$ cat config.mk
export PLATFORM = sky130hd
export DESIGN_NAME = alu_sliced_exec_flat
export DESIGN_NICKNAME = d
export VERILOG_FILES = /design/src/rtl/alu_sliced_exec_if.sv /design/src/rtl/alu_sliced_exec.sv /design/src/flat_wrapper.sv
export SDC_FILE = /design/constraint.sdc
export NUM_CORES = 1
export LEC_CHECK = 0
export ABC_AREA = 1
export CORE_ASPECT_RATIO = 1.25
export CORE_MARGIN = 8
export CORE_UTILIZATION = 52
export CTS_CLUSTER_SIZE = 24
export DETAILED_ROUTE_END_ITERATION = 10
export PLACE_DENSITY_LB_ADDON = 0.15
export SYNTH_ARGS = -nofsm -noshare
export SYNTH_HDL_FRONTEND = slang
export SYNTH_SLANG_ARGS = --single-unit
$ cat constraint.sdc
create_clock -name clk -period 3.5 [get_ports clk]
set_input_delay 0.35 -clock clk [delete_from_list [all_inputs] [get_ports clk]]
set_output_delay 0.35 -clock clk [all_outputs]
set_load 0.005 [all_outputs]
$ cat src/rtl/alu_sliced_exec_if.sv
// Operand/result handshake bundle for the bit-sliced execute-stage ALU.
// The master drives operands and out_ready; the slave (ALU) returns the result.
interface alu_sliced_exec_if #(
  parameter int XLEN = 32
) ();
  logic            in_valid;
  logic            in_ready;
  logic [3:0]      alu_control;
  logic [XLEN-1:0] src_a;
  logic [XLEN-1:0] src_b;
  logic            out_valid;
  logic            out_ready;
  logic [XLEN-1:0] result;
  logic            zero;

  modport slave (
    input  in_valid, alu_control, src_a, src_b, out_ready,
    output in_ready, out_valid, result, zero
  );

  modport master (
    output in_valid, alu_control, src_a, src_b, out_ready,
    input  in_ready, out_valid, result, zero
  );
endinterface

$ cat src/rtl/alu_sliced_exec.sv
// Execute-stage ALU processing SLICE bits per cycle, LSB slice first, with a
// registered carry between slices and valid/ready handshakes on both sides.
module alu_sliced_exec #(
  parameter int XLEN  = 32,
  parameter int SLICE = 8
) (
  input logic              clk,
  input logic              rst,
  alu_sliced_exec_if.slave bus
);
  localparam int NSL = XLEN / SLICE;
  localparam int CW  = (NSL > 1) ? $clog2(NSL) : 1;

  localparam logic [3:0] OP_AND = 4'b0000;
  localparam logic [3:0] OP_ADD = 4'b0010;
  localparam logic [3:0] OP_SUB = 4'b0110;

  typedef enum logic [1:0] {S_IDLE, S_RUN, S_DONE} state_t;

  state_t          state_q, state_d;
  logic [XLEN-1:0] a_q, b_q, result_q;
  logic [3:0]      op_q;
  logic [CW-1:0]   cnt_q;
  logic            carry_q, zero_q;

  logic            last_slice;
  logic [SLICE-1:0] a_s, b_s, slice_res;
  logic [SLICE:0]   slice_sum;
  logic [XLEN-1:0]  result_next, a_shift, b_shift;

  assign last_slice = (cnt_q == CW'(NSL - 1));

  // NOTE: every always_comb output gets a default first, so no path can infer a latch.
  always_comb begin
    state_d = state_q;
    case (state_q)
      S_IDLE:  if (bus.in_valid)  state_d = S_RUN;
      S_RUN:   if (last_slice)    state_d = S_DONE;
      S_DONE:  if (bus.out_ready) state_d = S_IDLE;
      default:                    state_d = S_IDLE;
    endcase
  end

  // Subtraction is a + ~b + 1, with the +1 seeded into the carry at acceptance.
  always_comb begin
    a_s       = a_q[SLICE-1:0];
    b_s       = (op_q == OP_SUB) ? ~b_q[SLICE-1:0] : b_q[SLICE-1:0];
    slice_sum = {1'b0, a_s} + {1'b0, b_s} + {{SLICE{1'b0}}, carry_q};
    case (op_q)
      OP_ADD, OP_SUB: slice_res = slice_sum[SLICE-1:0];
      OP_AND:         slice_res = a_s & b_s;
      default:        slice_res = a_s | b_s;
    endcase
  end

  generate
    if (NSL == 1) begin : g_single
      assign result_next = slice_res;
      assign a_shift     = '0;
      assign b_shift     = '0;
    end else begin : g_multi
      assign result_next = {slice_res, result_q[XLEN-1:SLICE]};
      assign a_shift     = {{SLICE{1'b0}}, a_q[XLEN-1:SLICE]};
      assign b_shift     = {{SLICE{1'b0}}, b_q[XLEN-1:SLICE]};
    end
  endgenerate

  // NOTE: sequential state uses non-blocking assignments so every register
  // samples pre-edge values regardless of statement order.
  always_ff @(posedge clk or posedge rst) begin
    if (rst) state_q <= S_IDLE;
    else     state_q <= state_d;
  end

  always_ff @(posedge clk or posedge rst) begin
    if (rst) begin
      a_q      <= '0;
      b_q      <= '0;
      op_q     <= '0;
      cnt_q    <= '0;
      carry_q  <= 1'b0;
      result_q <= '0;
      zero_q   <= 1'b0;
    end else begin
      case (state_q)
        S_IDLE: if (bus.in_valid) begin
          a_q     <= bus.src_a;
          b_q     <= bus.src_b;
          op_q    <= bus.alu_control;
          cnt_q   <= '0;
          carry_q <= (bus.alu_control == OP_SUB);
        end
        S_RUN: begin
          a_q      <= a_shift;
          b_q      <= b_shift;
          result_q <= result_next;
          carry_q  <= slice_sum[SLICE];
          cnt_q    <= cnt_q + CW'(1);
          if (last_slice) zero_q <= (result_next == '0);
        end
        default: ;
      endcase
    end
  end

  assign bus.in_ready  = (state_q == S_IDLE);
  assign bus.out_valid = (state_q == S_DONE);
  assign bus.result    = result_q;
  assign bus.zero      = zero_q;
endmodule

$ cat src/flat_wrapper.sv
// flat-port wrapper written by rule: the top's interface ports become plain ports
module alu_sliced_exec_flat 
#(
  parameter int XLEN  = 32,
  parameter int SLICE = 8
)
  (clk, rst, bus_in_valid, bus_alu_control, bus_src_a, bus_src_b, bus_out_ready, bus_in_ready, bus_out_valid, bus_result, bus_zero);
  alu_sliced_exec_if #(.XLEN(XLEN)) bus_i ();
  input logic clk;
  input logic rst;
  input wire logic [$bits(bus_i.in_valid)-1:0] bus_in_valid;
  input wire logic [$bits(bus_i.alu_control)-1:0] bus_alu_control;
  input wire logic [$bits(bus_i.src_a)-1:0] bus_src_a;
  input wire logic [$bits(bus_i.src_b)-1:0] bus_src_b;
  input wire logic [$bits(bus_i.out_ready)-1:0] bus_out_ready;
  output wire logic [$bits(bus_i.in_ready)-1:0] bus_in_ready;
  output wire logic [$bits(bus_i.out_valid)-1:0] bus_out_valid;
  output wire logic [$bits(bus_i.result)-1:0] bus_result;
  output wire logic [$bits(bus_i.zero)-1:0] bus_zero;
  assign bus_i.in_valid = bus_in_valid;
  assign bus_i.alu_control = bus_alu_control;
  assign bus_i.src_a = bus_src_a;
  assign bus_i.src_b = bus_src_b;
  assign bus_i.out_ready = bus_out_ready;
  assign bus_in_ready = bus_i.in_ready;
  assign bus_out_valid = bus_i.out_valid;
  assign bus_result = bus_i.result;
  assign bus_zero = bus_i.zero;
  alu_sliced_exec #(.XLEN(XLEN), .SLICE(SLICE)) u_core (.clk(clk), .rst(rst), .bus(bus_i));
endmodule
==> results <==
- Data on the critical path is required at its endpoint by 3.79 ns.
- The clock passes through at most 2 buffers.
- The number of vias in the routed layout is 4622.
- The headroom to the max-slew limit is 0.537.
- In this run the count of I/O pins placed on the die edge is 107.
- The number of antenna diodes in the final layout is 0.
- The first detailed-routing pass ran for 4 iterations.
- The number of hold-slack violations in the final timing report came to 0.
- The H-tree depth is 3.
- The peak clock frequency supported by timing is 0.336 GHz.
- The number of clock buffers inserted by TritonCTS is 9.
- Setup violations remaining at the end of the flow were counted as 0.
- Counting flops and latches in the post-synthesis netlist gives 106.
- The area growth from synthesis to layout is 27.2%.
- The tree is rooted in a sky130_fd_sc_hd__clkbuf_16.
- The number of inserted filler cells in the final layout is 865.
- The count of different cell masters after synthesis is 35.
- The worst register-to-register path has a depth of 15.
- The mean instance size in the synthesized netlist is 8.76 um2.
- The post-detailed-route via-to-cell ratio is 5.41.
- For this run, design rule violations remaining after detail routing come to 0.
- The hold buffer count at CTS is 0.
- The clock latency on the worst-skew pair is 0.35 ns.
- The die covers 14100 um2.
- The number of setup buffers added after CTS is 0.
- With fillers left out, the area of the finished cells amounts to 6950 um2.
- The final weighted congestion in routability-driven placement is 0.896.
- For this run, the post-layout net count is 808.
- The count of final max-slew check failures came to 0.
- The number of placement rows is 42.
- Setup slack on the critical path of the routed design comes to 0.521 ns.
- Entering global routing, the biggest net connects 55 pins.
- The tightest hold margin is 0.446 ns.
- The routed wirelength normalized by instance count is 16.3 um.
- The class of the tightest hold or removal check is in2async.
- For this block, the initial DRC count from the detailed router was 220.
- The post-layout minimum cycle time is 2.98 ns.
- Port buffering added 106 buffers.
- The core box area is 10400 um2.
- The worst setup path is launched from a flip-flop.
- The final layout contains routed wiring with a total length of 13.9 mm.
- Summed over all layers, the global routing overflow is 0.
- Synthesis handed over a netlist of 624 instances.
- The worst setup path is captured at a flip-flop.
- By startpoint and endpoint, the worst setup path is classified as reg2reg.
- The clock sink count is 106.
- The first global-routing pass estimated 22.7 mm of wire.
- The async set-or-reset flop fraction in the synthesized netlist is 1.00.
- In this run, post-CTS repair resized a total of 0 instances.
- The max-cap check violation count is 0.
- The HPWL after detailed placement is 10.3 mm.
- The flow ran to the end, and the final reports show no timing, DRC or antenna violations.
- The count of warnings emitted by yosys is 0.
- The clock arrives with 0.00735 ns of skew.
- The static leakage is 3.26 nW.
- Dividing the final minimum period by the clock period gives 0.851.
- The number of global-route vias before repair is 4543.
- After layout, the design draws a total of 7.18 mW.
- Across every metal layer, demand over resource in global routing totals 0.205.
- The critical path data arrival time is 3.27 ns.
- The most used flip-flop cell after synthesis is sky130_fd_sc_hd__dfrtp_1.
- The initial antenna violation count is 0.
- The sequential-to-total area share from yosys stat is 0.485.
- The maximum ir drop on the vdd rail is 0.471 mV.
- The setup TNS after final layout is 0 ns.
- Along the worst path, the maximum fanout reaches 8.
- The number of nets in the synthesized netlist is 715.
- Setup repair after global routing left no endpoint under its margin.
- Once placement finished, the instance area stood at 6620 um2.
- The y dimension of the die is 131 um.
- The cell area that synthesis handed to floorplanning was 5470 um2.
- The width of the chip is 108 um.
- Before CTS, the worst setup slack after placement is 0.570 ns.
- The number of nets with antenna violations after routing is 0.
- After clock tree synthesis, the clock-pin slew on the worst setup and hold paths is 0.07 ns.
- TritonCTS built the clock tree.
- The number of enable-type register cells in the synthesized netlist is 0.
- The fraction of layout cells with a size suffix above 1 is 0.0817.
- The initial core utilization is 0.525.
- The power per cell area is 1030 nW/um2.
- The worst-margin pin slew is 0.694 ns.
cell usage in the layout, fill, tap and decap left out, drive strengths merged:
cell type / count
nand4: 4
buf: 7
a31oi: 1
nand3: 23
nor2: 24
ha: 17
bufinv: 2
dfrtp: 106
o22ai: 1
clkinv: 1
clkbuf: 10
o31ai: 1
o21ai: 56
nand2: 118
nor3: 46
xor2: 8
a21oi: 4
inv: 131
a22o: 1
fa: 2
clkdlybuf4s50: 106
or3: 1
a221oi: 45
nand3b: 3
o211ai: 4
cell type report:
| cell class | count | area [um2] | share of cell area |
|---|---|---|---|
| Multi-Input combinational cell | 359 | 2170 | 0.312 |
| Tap cell | 132 | 165 | 0.0238 |
| Inverter | 128 | 488 | 0.0702 |
| Sequential cell | 106 | 2650 | 0.382 |
| Clock buffer | 10 | 239 | 0.0344 |
| Timing Repair Buffer | 113 | 1140 | 0.164 |
| Clock inverter | 6 | 96.3 | 0.0139 |
per-stage QoR:
step	utilization	instances
3_5_place_dp	0.636	838
5_1_grt	0.668	854
2_1_floorplan	-	624
4_1_cts	0.668	854
3_3_place_gp	0.636	838
6_report	0.668	854
state kept, by name (all words and copies together), names as in the netlist:
name and flops:
u_core.carry_q 1, u_core.bus.zero 1, u_core.a_q 32, u_core.state_q 2, u_core.bus.result 32, u_core.b_q 32
u_core.cnt_q 2, u_core.op_q 4
kinds of logic after synthesis:
| kind of cell | Yosys count | share of synthesized area |
|---|---|---|
| compound gates | 113 | 0.161 |
| flops | 106 | 0.485 |
| buf+inv | 159 | 0.118 |
| xor+xnor | 8 | 0.0128 |
| simple gates | 219 | 0.176 |
| fa+ha+maj | 19 | 0.0462 |
report_power, final:
group          internal, mW  total [mW]  leakage [nW]  switching, mW
registers              1.84        2.17          1.28          0.331
logic                  1.56        3.88          1.82           2.32
clock network         0.658        1.13         0.167          0.473
per-layer routing:
layer / vias to the layer above / track usage / wire, um
li1: 2230 / - / -
met1: 2248 / 0.243 / 5680
met2: 125 / 0.365 / 7270
met3: 19 / 0.0339 / 739
met4: 0 / 0.0753 / 244
met5: - / 0 / 0
worst paths after layout:
path | start | end | slack, ns
worst max register to register | u_core.op_q[1] | u_core.bus.zero | 0.52
worst max-delay path | u_core.op_q[1] | u_core.bus.zero | 0.52
min in group clk | u_core.bus.result[2] | u_core.bus.result[2] | 0.48
worst min register to register | u_core.bus.result[2] | u_core.bus.result[2] | 0.48
max in group asynchronous | rst | u_core.bus.result[29] | 2.31
worst min-delay path | rst | u_core.bus.result[5] | 0.45
synth_stat cells, types with 3 or more instances:
library cell | number | area, um2
sky130_fd_sc_hd__o21ai_1 | 5 | 25.0
sky130_fd_sc_hd__dfrtp_1 | 106 | 2650
sky130_fd_sc_hd__nor2_1 | 20 | 75.1
sky130_fd_sc_hd__nand4_1 | 4 | 25.0
sky130_fd_sc_hd__o211ai_1 | 4 | 30.0
sky130_fd_sc_hd__xor2_1 | 8 | 70.1
sky130_fd_sc_hd__buf_4 | 4 | 30.0
sky130_fd_sc_hd__nand3b_1 | 3 | 22.5
sky130_fd_sc_hd__buf_2 | 12 | 60.1
sky130_fd_sc_hd__nor3_1 | 46 | 230
sky130_fd_sc_hd__ha_1 | 17 | 213
sky130_fd_sc_hd__a221oi_1 | 25 | 219
sky130_fd_sc_hd__clkbuf_1 | 11 | 41.3
sky130_fd_sc_hd__a221oi_2 | 20 | 300
sky130_fd_sc_hd__o21ai_0 | 50 | 250
sky130_fd_sc_hd__nand2_1 | 116 | 435
sky130_fd_sc_hd__inv_1 | 120 | 450
sky130_fd_sc_hd__a21oi_1 | 4 | 20.0
sky130_fd_sc_hd__nand3_1 | 23 | 115
sky130_fd_sc_hd__inv_2 | 7 | 26.3
worst max-delay path: stages (launching register included):
cell,delay [ns]
sky130_fd_sc_hd__dfrtp_1,0.47
sky130_fd_sc_hd__nand2_1,0.10
sky130_fd_sc_hd__or3_1,0.51
sky130_fd_sc_hd__xor2_1,0.34
sky130_fd_sc_hd__fa_1,0.23
sky130_fd_sc_hd__inv_1,0.07
sky130_fd_sc_hd__fa_1,0.44
sky130_fd_sc_hd__nor2_1,0.13
sky130_fd_sc_hd__nor2_1,0.05
sky130_fd_sc_hd__nand2_1,0.05
sky130_fd_sc_hd__nand3_1,0.11
sky130_fd_sc_hd__nor2_1,0.10
sky130_fd_sc_hd__nand3_1,0.07
sky130_fd_sc_hd__nor2_1,0.11
sky130_fd_sc_hd__nand3_1,0.08
sky130_fd_sc_hd__nand2_1,0.05
(Power assumes the default switching activity.)
